--- config.mk ---
export PLATFORM = sky130hd
export DESIGN_NAME = seq_div
export DESIGN_NICKNAME = d
export VERILOG_FILES = /design/src/rtl/seq_div_pkg.sv /design/src/rtl/seq_div_step.sv /design/src/rtl/seq_div.sv
export SDC_FILE = /design/constraint.sdc
export NUM_CORES = 1
export LEC_CHECK = 0
export BUFFER_PORTS_ARGS = -buffer_cell sky130_fd_sc_hd__buf_4
export CORE_MARGIN = 2
export CORE_UTILIZATION = 40
export DETAILED_ROUTE_END_ITERATION = 10
export GPL_ROUTABILITY_DRIVEN = 0
export GPL_TIMING_DRIVEN = 0
export PLACE_DENSITY_LB_ADDON = 0.1
export SLEW_MARGIN = 25
export SYNTH_ARGS = -nofsm -noshare
export SYNTH_HDL_FRONTEND = slang
export SYNTH_SLANG_ARGS = --single-unit
--- constraint.sdc ---
create_clock -name clk -period 4.6 [get_ports clk]
set_input_delay 0.23 -clock clk [delete_from_list [all_inputs] [get_ports clk]]
set_output_delay 0.23 -clock clk [all_outputs]
set_load 0.01 [all_outputs]
--- src/rtl/seq_div_pkg.sv ---
// rtl/seq_div_pkg.sv - shared FSM encodings and constants for the sequential divider
package seq_div_pkg;

    typedef enum logic [1:0] {
        S_IDLE = 2'd0,
        S_RUN  = 2'd1,
        S_FIX  = 2'd2,
        S_DONE = 2'd3
    } state_e;

    // All-ones quotient reported on divide-by-zero, right-aligned to the operand width.
    function automatic logic [31:0] dz_quotient(input int unsigned width);
        return 32'hFFFF_FFFF >> (32 - width);
    endfunction

endpackage

--- src/rtl/seq_div_step.sv ---
// rtl/seq_div_step.sv - one combinational restoring-division step
module seq_div_step #(
    parameter int WIDTH = 4
) (
    input  logic [WIDTH-1:0] rem,
    input  logic [WIDTH-1:0] quo,
    input  logic [WIDTH-1:0] dvs,
    output logic [WIDTH-1:0] rem_next,
    output logic [WIDTH-2:0] quo_next,
    output logic             q_bit
);

    logic [WIDTH:0] shifted;
    logic [WIDTH:0] trial;

    // rem < dvs keeps shifted < 2*dvs, so trial[WIDTH] is exactly the borrow.
    always_comb begin
        shifted  = {rem, quo[WIDTH-1]};
        trial    = shifted - {1'b0, dvs};
        q_bit    = ~trial[WIDTH];
        rem_next = q_bit ? trial[WIDTH-1:0] : shifted[WIDTH-1:0];
        quo_next = quo[WIDTH-2:0];
    end

endmodule

--- src/rtl/seq_div.sv ---
// rtl/seq_div.sv - multi-cycle signed/unsigned integer divider with start/done handshake
module seq_div
    import seq_div_pkg::*;
#(
    parameter int WIDTH = 4
) (
    input  logic             clk,
    input  logic             rst,
    input  logic             start,
    input  logic             sgn,
    input  logic [WIDTH-1:0] a,
    input  logic [WIDTH-1:0] b,
    output logic             busy,
    output logic             done,
    output logic [WIDTH-1:0] q,
    output logic [WIDTH-1:0] r,
    output logic             dz
);

    localparam int CW = (WIDTH > 1) ? $clog2(WIDTH) : 1;
    localparam logic [WIDTH-1:0] DZ_Q = WIDTH'(dz_quotient(WIDTH));

    state_e           state_q, state_d;
    logic [CW-1:0]    cnt_q, cnt_d;
    logic [WIDTH-1:0] rem_q, rem_d;
    logic [WIDTH-1:0] quo_q, quo_d;
    logic [WIDTH-1:0] dvs_q, dvs_d;
    logic             neg_quo_q, neg_quo_d;
    logic             neg_rem_q, neg_rem_d;
    logic             dz_pend_q, dz_pend_d;
    logic [WIDTH-1:0] q_q, q_d;
    logic [WIDTH-1:0] r_q, r_d;
    logic             dz_q, dz_d;

    logic [WIDTH-1:0] step_rem;
    logic [WIDTH-2:0] step_quo;
    logic             step_bit;
    logic [WIDTH-1:0] a_mag, b_mag;

    seq_div_step #(.WIDTH(WIDTH)) u_step (
        .rem      (rem_q),
        .quo      (quo_q),
        .dvs      (dvs_q),
        .rem_next (step_rem),
        .quo_next (step_quo),
        .q_bit    (step_bit)
    );

    always_ff @(posedge clk) begin
        if (rst) begin
            state_q   <= S_IDLE;
            cnt_q     <= '0;
            rem_q     <= '0;
            quo_q     <= '0;
            dvs_q     <= '0;
            neg_quo_q <= 1'b0;
            neg_rem_q <= 1'b0;
            dz_pend_q <= 1'b0;
            q_q       <= '0;
            r_q       <= '0;
            dz_q      <= 1'b0;
        end else begin
            state_q   <= state_d;
            cnt_q     <= cnt_d;
            rem_q     <= rem_d;
            quo_q     <= quo_d;
            dvs_q     <= dvs_d;
            neg_quo_q <= neg_quo_d;
            neg_rem_q <= neg_rem_d;
            dz_pend_q <= dz_pend_d;
            q_q       <= q_d;
            r_q       <= r_d;
            dz_q      <= dz_d;
        end
    end

    always_comb begin
        state_d   = state_q;
        cnt_d     = cnt_q;
        rem_d     = rem_q;
        quo_d     = quo_q;
        dvs_d     = dvs_q;
        neg_quo_d = neg_quo_q;
        neg_rem_d = neg_rem_q;
        dz_pend_d = dz_pend_q;
        q_d       = q_q;
        r_d       = r_q;
        dz_d      = dz_q;
        // Most-negative magnitude still fits as an unsigned WIDTH-bit value.
        a_mag     = (sgn && a[WIDTH-1]) ? -a : a;
        b_mag     = (sgn && b[WIDTH-1]) ? -b : b;

        case (state_q)
            S_IDLE, S_DONE: begin
                if (start) begin
                    neg_quo_d = sgn & (a[WIDTH-1] ^ b[WIDTH-1]);
                    neg_rem_d = sgn & a[WIDTH-1];
                    if (b == '0) begin
                        dz_pend_d = 1'b1;
                        rem_d     = a;
                        state_d   = S_FIX;
                    end else begin
                        dz_pend_d = 1'b0;
                        rem_d     = '0;
                        quo_d     = a_mag;
                        dvs_d     = b_mag;
                        cnt_d     = CW'(WIDTH - 1);
                        state_d   = S_RUN;
                    end
                end else begin
                    state_d = S_IDLE;
                end
            end
            S_RUN: begin
                rem_d = step_rem;
                quo_d = {step_quo, step_bit};
                if (cnt_q == '0) begin
                    state_d = S_FIX;
                end else begin
                    cnt_d = cnt_q - 1'b1;
                end
            end
            S_FIX: begin
                if (dz_pend_q) begin
                    q_d  = DZ_Q;
                    r_d  = rem_q;
                    dz_d = 1'b1;
                end else begin
                    q_d  = neg_quo_q ? -quo_q : quo_q;
                    r_d  = neg_rem_q ? -rem_q : rem_q;
                    dz_d = 1'b0;
                end
                state_d = S_DONE;
            end
            default: state_d = S_IDLE;
        endcase
    end

    always_comb begin
        busy = (state_q == S_RUN) || (state_q == S_FIX);
        done = (state_q == S_DONE);
        q    = q_q;
        r    = r_q;
        dz   = dz_q;
    end

endmodule

# After elaboration in Yosys (flattened, before gate mapping)
# Index checks and enable logic that the tools add are counted.
classes:
  add_sub_neg: 6
  n_mul: 0
  div_mod_pow: 0
  order_cmp: 0
  n_eq_ne: 7
  shifts: 0
  muxes: 23
  bitwise: 5
  reduce_logical: 13
op_table:
  columns: ["cell", "n"]
  rows:
  - ["$mux 4", 11]
  - ["$neg 4->4", 4]
  - ["$pmux 4 s2", 2]
  - ["$mux 2", 6]
  - ["$ne 2x2->1 const B", 4]
  - ["$pmux 2 s3", 1]
  - ["$reduce_and 3->1", 2]
  - ["$sub 5x4->5", 1]
  - ["$eq 2x2->1 const B", 2]
  - ["$logic_not 2->1", 2]
  - ["$logic_not 4->1", 1]
  - ["$pmux 2 s2", 1]
  - ["$reduce_and 2->1", 2]
  - ["$reduce_and 4->1", 1]
  - ["$and 1x1->1", 2]
  - ["$eq 2x1->1 const B", 1]
  - ["$logic_and 1x1->1", 2]
  - ["$mux 1", 2]
  - ["$not 1->1", 2]
  - ["$reduce_bool 2->1", 1]
  - ["$reduce_or 2->1", 1]
  - ["$sub 2x1->2 const B", 1]
  - ["$logic_or 1x1->1", 1]
  - ["$xor 1x1->1", 1]
totals:
  regBits: 28
  latchBits: 0
  mem_bits_rw: 0
  mem_bits_ro: 0
  in_bits: 12
  output_inout_bits: 11
  elab_cells: 65
  n_memories: 0

# Longest topological paths before layout
# Gate-level depths: netlist of run 1.
depth:
  word_depth: 5
  mapped_depth: 8
  mapped_depth_nobuf: 8

# Modules after synthesis
# Synthesis of run 1 repeated with hierarchy kept, for this count alone.
unflattened:
  hier_cells: 195
  hier_area_um2: 1771.7
by_module_without_submodules:
  columns: ["mod", "n_inst", "cells_each", "area_each_um2", "seq_area_each_um2"]
  rows:
  - ["seq_div", 1, 168, 1545.2, 560.5]
  - ["seq_div_step", 1, 27, 226.5, 0.0]

# Worst setup path after synthesis of run 1
# OpenSTA, ideal clock, no wires.
synth_timing:
  path_type: "register to register"
  startpoint: "register quo_q[3]"
  endpoint: "register rem_q[0]"
  setup_time_ns: 0.091
  arrival_time_ns: 1.890
  required_ns: 4.509
  setup_slack_ns: 2.619
  stages_incl_launch_ff: 9
  path_buffers: 0
  synth_period_minus_slack_ns: 1.981
  cell_sequence: "dfxtp_1 > inv_1 > ha_1 > fa_1 > nand2b_1 > a21oi_2 > xor2_2 > nand3b_1 > a311oi_1"
synth_via:
  elab_chain_len: 3
synth_rtl:
  columns: ["element", "line", "text"]
  rows:
  - ["start, declared", "seq_div.sv:26", "logic [WIDTH-1:0] quo_q, quo_d;"]
  - ["start signal, assigned", "seq_div.sv:66", "quo_q <= quo_d;"]
  - ["$sub 5x4->5", "seq_div_step.sv:19", "trial = shifted - {1'b0, dvs};"]
  - ["$mux 4 (*)", "seq_div_step.sv:21", "rem_next = q_bit ? trial[WIDTH-1:0] : shifted[WIDTH-1:0];"]
  - ["$pmux 4 s2 (*)", "seq_div.sv:93", "case (state_q)"]
  - ["end signal, assigned", "seq_div.sv:65", "rem_q <= rem_d;"]
  - ["end, declared", "seq_div.sv:25", "logic [WIDTH-1:0] rem_q, rem_d;"]
# Mark *: on every way between the ends. The rest lies on a longest branch, timed or not.
# A chain may end at the register's enable or synchronous reset.

# Worst setup path after layout of run 1
layout_timing:
  startpoint: "register quo_q[3]"
  endpoint: "register rem_q[2]"
layout_via:
  elab_chain_len: 3
layout_rtl:
  columns: ["element", "line"]
  rows:
  - ["$sub 5x4->5", "seq_div_step.sv:19"]
  - ["$mux 4", "seq_div_step.sv:21"]
  - ["$pmux 4 s2", "seq_div.sv:93"]
# No other way between the ends.

==> summary.txt, run 1 <==
Placement
  – PortBufs: 21
  – Placed Cells: 267
  – Dpl hpwl: 2.92 mm

Timing
  – Final setup fails: 0
  – Max Freq: 440 MHz
  – Worst hold margin: 211 ps
  – Worst Max-Slew Pin Slew: 556 ps
  – Post-layout min period: 2270 ps
  – Final hold vios: 0
  – Clock skew: 1.78 ps
  – Worst relative slew slack: 62.9%
  – RSZ-0062 raised after global routing: no
  – Setup tns final: 0 ps
  – Fin crit share: 49.4%
  – Slew Limit Fails: 0

Synthesis
  – Register bit total from synthesis: 28
  – Average footprint of a synthesized cell: 8.41 um^2
  – Cell variety after synth: 41
  – Mapped Area: 1650 um^2
  – Number of synthesis warnings: 0
  – Post-Syn Nets: 221
  – Cells after Synth: 196
  – Seq/Total Area, Yosys: 34.0%

Drt
  – Routed len/inst: 14.0 um
  – Drt first pass iters: 4
  – Via density: 5.30
  – Initial DRC Count: 66
  – Post-Route WL: 3.79 mm
  – Via count: 1437
  – Post-route ant nets: 0
  – Remaining DRCs: 0

Setup path
  – Crit path required time: 4790 ps
  – Reg-to-reg setup timing slack: 2330 ps
  – Crit path max fanout: 9
  – Kind of critical path: flip-flop to flip-flop
  – Crit path DAT: 2460 ps
  – Reg2reg end: rem_q[2]
  – Crit Reg-Reg Startpoint: quo_q[3]
  – Critical path startpoint: quo_q[3]
  – Reg2Reg Depth: 8
  – Type of origin of the critical path: flip-flop
  – Setup crit end kind: flip-flop
  – Critical path endpoint: rem_q[2]

Clock tree
  – Hold buffers post-CTS: 0
  – Post_cts resized: 0
  – CTS H-tree lvls: 1
  – Clk buf depth: 2
  – Root buffer cell: clkbuf_8
  – Clk pin slew, worst setup/hold paths: 100 ps
  – CTS tree: yes
  – Post-CTS Setup Bufs: 0
  – TritonCTS Buffers: 3
  – Clock sinks: 28
  – Clock Latency Late Sink: 280 ps

Layout
  – Area growth syn-to-layout: 16.7%
  – Antenna diode count: 0
  – Most frequent cells in the layout: 32 x nor2_1, 28 x dfxtp_1, 21 x buf_4, 18 x inv_1, 15 x nand2_1
  – Finished Layout Cells: 271
  – Layout cell share with drive strength beyond 1: 15.8%
  – Final Core Density: 48.5%
  – Nets: 247
  – Commonest non-fill, non-tap cell in the layout: nor2_1

Min path
  – Worst hold path type: input pin to flip-flop

Floorplanning
  – Die Y: 68.2 um
  – Initial cell density of the core: 41.5%
  – Io pins: 23
  – Core footprint: 3970 um^2
  – Die Span X: 68.2 um
  – FP Rows: 23
  – Die area: 4650 um^2

Global routing
  – Initial antenna violation count: 0
  – Gr usage total: 17.9%
  – Vias in the first global route: 1343
  – Largest net degree at the start of global routing: 16
  – First-pass GRT wire length: 6.27 mm
  – GRT overflow: 0

Power
  – Maximum vdd drop: 0.204 mV
  – Lkg Pwr: 0.785 nW
  – PwrDens: 631 nW/um^2

Job
  – Max Cap Violations: 0

Status
  – Status: completed
Yosys cell counts, drive strengths merged:
cell	number	area share (%)
nor2b	1	0.38
and2	1	0.38
nor3	2	0.61
a311oi	8	4.2
mux2i	6	3.6
nor3b	1	0.76
and4	1	0.53
o32ai	1	0.53
ha	12	9.1
nor4	1	0.76
nand4	1	0.38
dfxtp	28	34
nand3	2	0.61
xnor2	4	2.1
a22oi	3	1.4
buf	3	1.4
a31oi	1	0.38
a221oi	1	0.53
o31ai	3	1.4
clkbuf	4	0.91
inv	18	4.1
nand3b	8	3.6
o21ai	7	2.8
a21oi	8	2.7
nand2	15	3.4
o22ai	4	1.5
nor2	33	7.7
nand2b	6	2.3
nor4b	1	0.91
xor2	3	2.0
a21boi	1	0.68
fa	1	1.2
a211oi	5	2.3
or3	2	0.76
worst max-delay path: stages, from the launching register on:
cell,delay (ps)
dfxtp_1,410
inv_1,60
ha_1,230
fa_1,390
nand2b_1,190
a21oi_2,180
xor2_2,330
nand4_1,160
a311oi_1,240
registers in the layout, indices dropped and copies added (netlist names):
signal / flops
dvs_q: 4
q: 4
quo_q: 4
r: 4
rem_q: 4
cnt_q: 2
state_q: 2
dz: 1
dz_pend_q: 1
neg_quo_q: 1
neg_rem_q: 1
routing by layer:
layer | wire length [um] | global-route usage, %
met4 | 33 | 4.75
met2 | 1830 | 30.5
met1 | 1780 | 23.7
met3 | 148 | 2.14
met5 | 0 | 0
report_power, final:
| group | internal [mW] | switching (mW) | leakage, nW |
|---|---|---|---|
| clock network | 0.0767 | 0.0802 | 0.0288 |
| registers | 0.320 | 0.0691 | 0.230 |
| logic | 0.300 | 0.369 | 0.527 |
| total | 0.696 | 0.518 | 0.785 |
cells by family after synthesis:
kind of cell	share of synthesized area, %
buffers and inverters	6.45
multiplexers	3.64
flip-flops	34.0
AO/OA/AOI/OAI	18.4
XOR/XNOR	4.17
AND/OR/NAND/NOR	23.1
adder cells (fa/ha/maj)	10.3
layout make-up:
cell class,instances,area (um^2)
Fill cell,392,2050
Multi-Input combinational cell,143,982
Sequential cell,28,561
Timing Repair Buffer,21,158
Inverter,18,67.6
Tap cell,50,62.6
Clock buffer,4,55.1
Buffer,7,38.8
through the flow:
stage / setup slack [ps] / total power, mW / area [um^2]
after floorplan: 2620 / 0.882 / 1650
after global placement: 2380 / 1.04 / 1870
after detailed placement: 2360 / 1.06 / 1870
after CTS: 2320 / 1.23 / 1920
after global routing: 2130 / 1.32 / 1920
final: 2330 / 1.21 / 1920
worst min-delay path by stage:
stage | end | cells after the start | from
floorplan | dvs_q[0] | 2 | b[0]
global placement | cnt_q[0] | 1 | cnt_q[0]
detailed placement | cnt_q[0] | 1 | cnt_q[0]
CTS | dvs_q[0] | 3 | b[0]
global route | dvs_q[0] | 3 | b[0]
finish | dvs_q[0] | 3 | b[0]
No activity file was read; power rests on OpenSTA's default activity.
==> run 2, diff against run 1 <==
Settings changed: ABC_AREA set to 1.
Clock period 4.6 ns to 2 ns, I/O delays scaled along.
==> summary.txt, run 2 <==
Status
  – Status: completed

Synthesis
  – EDFF count, synth: 0 (unchanged)
  – Yosys top cell by area: dfxtp_1
  – Main flop type after synthesis: dfxtp_1
  – Cell variety after synth: 26 (-37%)
  – Fraction of registers with async set/reset: 0% (unchanged)
  – Number of synthesis warnings: 0 (unchanged)
  – Cells after Synth: 239 (+22%)
  – Synth area leaders: dfxtp_1 33%, inv_1 9.4%, ha_1 8.9%, nand2_1 8.9%, o21ai_0 6.8%
  – Register bit total from synthesis: 28 (unchanged)
  – Average footprint of a synthesized cell: 7.04 um^2 (-16%)
  – Post-Syn Nets: 264 (+19%)
  – Most frequent cells after synthesis: 42 x inv_1, 40 x nand2_1, 28 x dfxtp_1, 23 x o21ai_0, 21 x nand3_1
  – Most numerous cell in the Yosys netlist: inv_1
  – Seq/Total Area, Yosys: 33.3% (-0.66 points)
  – Top cell type's share of synthesized area: 33.3% (-0.66 points)
  – Mapped Area: 1680 um^2 (+2.0%)

Layout
  – Commonest non-fill, non-tap cell in the layout: inv_1
  – Antenna diode count: 0 (unchanged)
  – Fill cell count: 429 (+9.4%)
  – Layout cell share with drive strength beyond 1: 16.9% (+1.1 points)
  – Area growth syn-to-layout: 18.6%
  – Most frequent cells in the layout: 42 x inv_1, 40 x nand2_1, 27 x dfxtp_1, 23 x o21ai_0, 22 x buf_4
  – Nets: 292 (+18%)

Setup path
  – Type of origin of the critical path: flip-flop
  – Crit path DAT: 2020 ps (-440 ps)
  – Crit Reg-Reg Startpoint: quo_q[3]
  – Crit path required time: 2190 ps (-2600 ps)
  – Reg2reg end: quo_q[0]
  – Reg2Reg Depth: 11 (+3)
  – Reg-to-reg setup timing slack: 170 ps (-2160 ps)
  – Setup crit end kind: flip-flop
  – Crit path max fanout: 5 (-4)
  – Kind of critical path: flip-flop to flip-flop

Global routing
  – First-pass GRT wire length: 6.27 mm (unchanged)
  – GRT met2 Usage: 28.6% (-1.9 points)
  – Met3 Use GR: 2.60% (+0.46 points)
  – Vias in the first global route: 1401 (+4.3%)
  – GRT overflow: 0 (unchanged)
  – GR peak layer: met2
  – GRT met1 Usage: 24.9% (+1.2 points)
  – Initial antenna violation count: 0 (unchanged)
  – Gr usage total: 17.8% (-0.086 points)
  – Largest net degree at the start of global routing: 17 (+1)

Drt
  – Post-Route WL: 3.73 mm (-1.7%)
  – Initial DRC Count: 61 (-7.6%)
  – Routed len/inst: 11.8 um (-16%)
  – Remaining DRCs: 0 (unchanged)
  – Via density: 4.95 (-6.7%)
  – Post-route ant nets: 0 (unchanged)
  – Drt first pass iters: 4 (unchanged)
  – Via count: 1564 (+8.8%)

Floorplanning
  – Io pins: 23 (unchanged)
  – FP Rows: 23 (unchanged)
  – Die Span X: 68.8 um (+0.92%)
  – Die Y: 68.8 um (+0.92%)
  – Core footprint: 4030 um^2 (+1.4%)
  – Initial cell density of the core: 41.7% (+0.21 points)
  – Die area: 4740 um^2 (+1.9%)

Power
  – PwrDens: 1560 nW/um^2 (+150%)
  – Lkg Pwr: 0.963 nW (+23%)
  – Maximum vdd drop: 0.591 mV (+190%)

Timing
  – RSZ-0062 raised after global routing: no
  – Final hold vios: 0 (unchanged)
  – Post-layout min period: 1830 ps (-440 ps)
  – Fin crit share: 91.6% (+42 points)
  – Clock skew: 2.31 ps (+0.530 ps)
  – Worst hold margin: 84.9 ps (-126 ps)
  – Max Freq: 546 MHz (+24%)
  – Worst Max-Slew Pin Slew: 429 ps (-127 ps)
  – Slew Limit Fails: 0 (unchanged)
  – Worst relative slew slack: 71.4% (+8.5 points)
  – Setup tns final: 0 ps (unchanged)
  – Final setup fails: 0 (unchanged)

Clock tree
  – CTS tree: yes
  – Root buffer cell: clkbuf_8
  – Clk buf depth: 2 (unchanged)
  – Clock Latency Late Sink: 280 ps (about the same)
  – Clock sinks: 28 (unchanged)
  – TritonCTS Buffers: 3 (unchanged)
  – Clk pin slew, worst setup/hold paths: 100 ps (about the same)
  – CTS H-tree lvls: 1 (unchanged)

Placement
  – Dpl hpwl: 2.98 mm (+1.8%)
  – PortBufs: 22 (+4.8%)

Min path
  – Min-delay src: start
  – Hold Path End: state_q[1]
  – Worst hold path type: input pin to flip-flop
  – Worst Hold Depth: 3 (unchanged)

Job
  – Max Cap Violations: 0 (unchanged)
[run 2: changes by cell type in the layout (fill, tap and decap cells not counted), moves of 11 or more]
cell	change
a21oi_1	+11
inv_1	+24
nand2_1	+25
nand3_1	+19
nor2_1	-19
o21ai_0	+19
[run 2: through the flow]
step                instances  utilization (%)  worst slack (ps)  power [mW]  instance area (um^2)
floorplan                 239                -               303        2.21                  1680
global placement          311             47.4              98.4        2.66                  1910
finish                    316             49.5               167        3.12                  1990
global route              316             49.5              21.9        3.47                  1990
CTS                       316             49.4              64.2        3.13                  1990
detailed placement        311             47.4              75.6        2.67                  1910
[run 2: worst max-delay path by stage]
stage,depth (start not counted),start,to
after floorplan,11,quo_q[3],quo_q[0]
after global placement,11,quo_q[3],quo_q[0]
after detailed placement,11,quo_q[3],quo_q[0]
after CTS,11,quo_q[3],quo_q[0]
after global routing,11,quo_q[3],quo_q[0]
final,11,quo_q[3],quo_q[0]
[run 2: cell type report]
class                           instances  area [um^2]  area share (%)
Sequential cell                        28          562            28.2
Buffer                                  4         18.8           0.941
Clock inverter                          1         30.0            1.51
Timing Repair Buffer                   23          175            8.78
Tap cell                               50         62.6            3.14
Inverter                               45          169            8.47
Clock buffer                            3         41.3            2.07
Multi-Input combinational cell        162          936            46.9
[run 2: routing by layer]
metal,vias up,wire length [um]
met5,-,0
met4,0,46
met3,5,167
met2,36,1580
met1,685,1940
li1,838,-
[run 2: where the power goes]
part	total, mW	leakage, nW	switching, mW	internal [mW]
Clock	0.460	0.0357	0.191	0.268
Combinational	1.75	0.696	1.07	0.674
Sequential	0.910	0.231	0.138	0.771
Total	3.12	0.963	1.40	1.71
[run 2: critical path, cell delays in order (launching register included)]
cell and delay, ps:
dfxtp_2 350, inv_1 80, ha_1 240, fa_2 360, inv_1 80, nand2_1 60
nand2_2 90, nand3_4 90, nand2_4 120, o21ai_0 100, o21ai_1 130, inv_1 40
[run 2: logic make-up after synthesis]
group                    Yosys count  share of synthesized area (%)
buffers and inverters             49                           11.2
adder cells (fa/ha/maj)           13                           10.1
AND/OR/NAND/NOR                   87                           24.1
XOR/XNOR                           4                           2.08
AO/OA/AOI/OAI                     58                           19.2
flip-flops                        28                           33.3
[run 2: timing repair]
item	4_1_cts	5_1_grt
endpoints found under the setup margin	0	3
hold buffers	1	0
endpoints found under the hold margin	1	0
buffers inserted	0	0
resized for setup	0	2
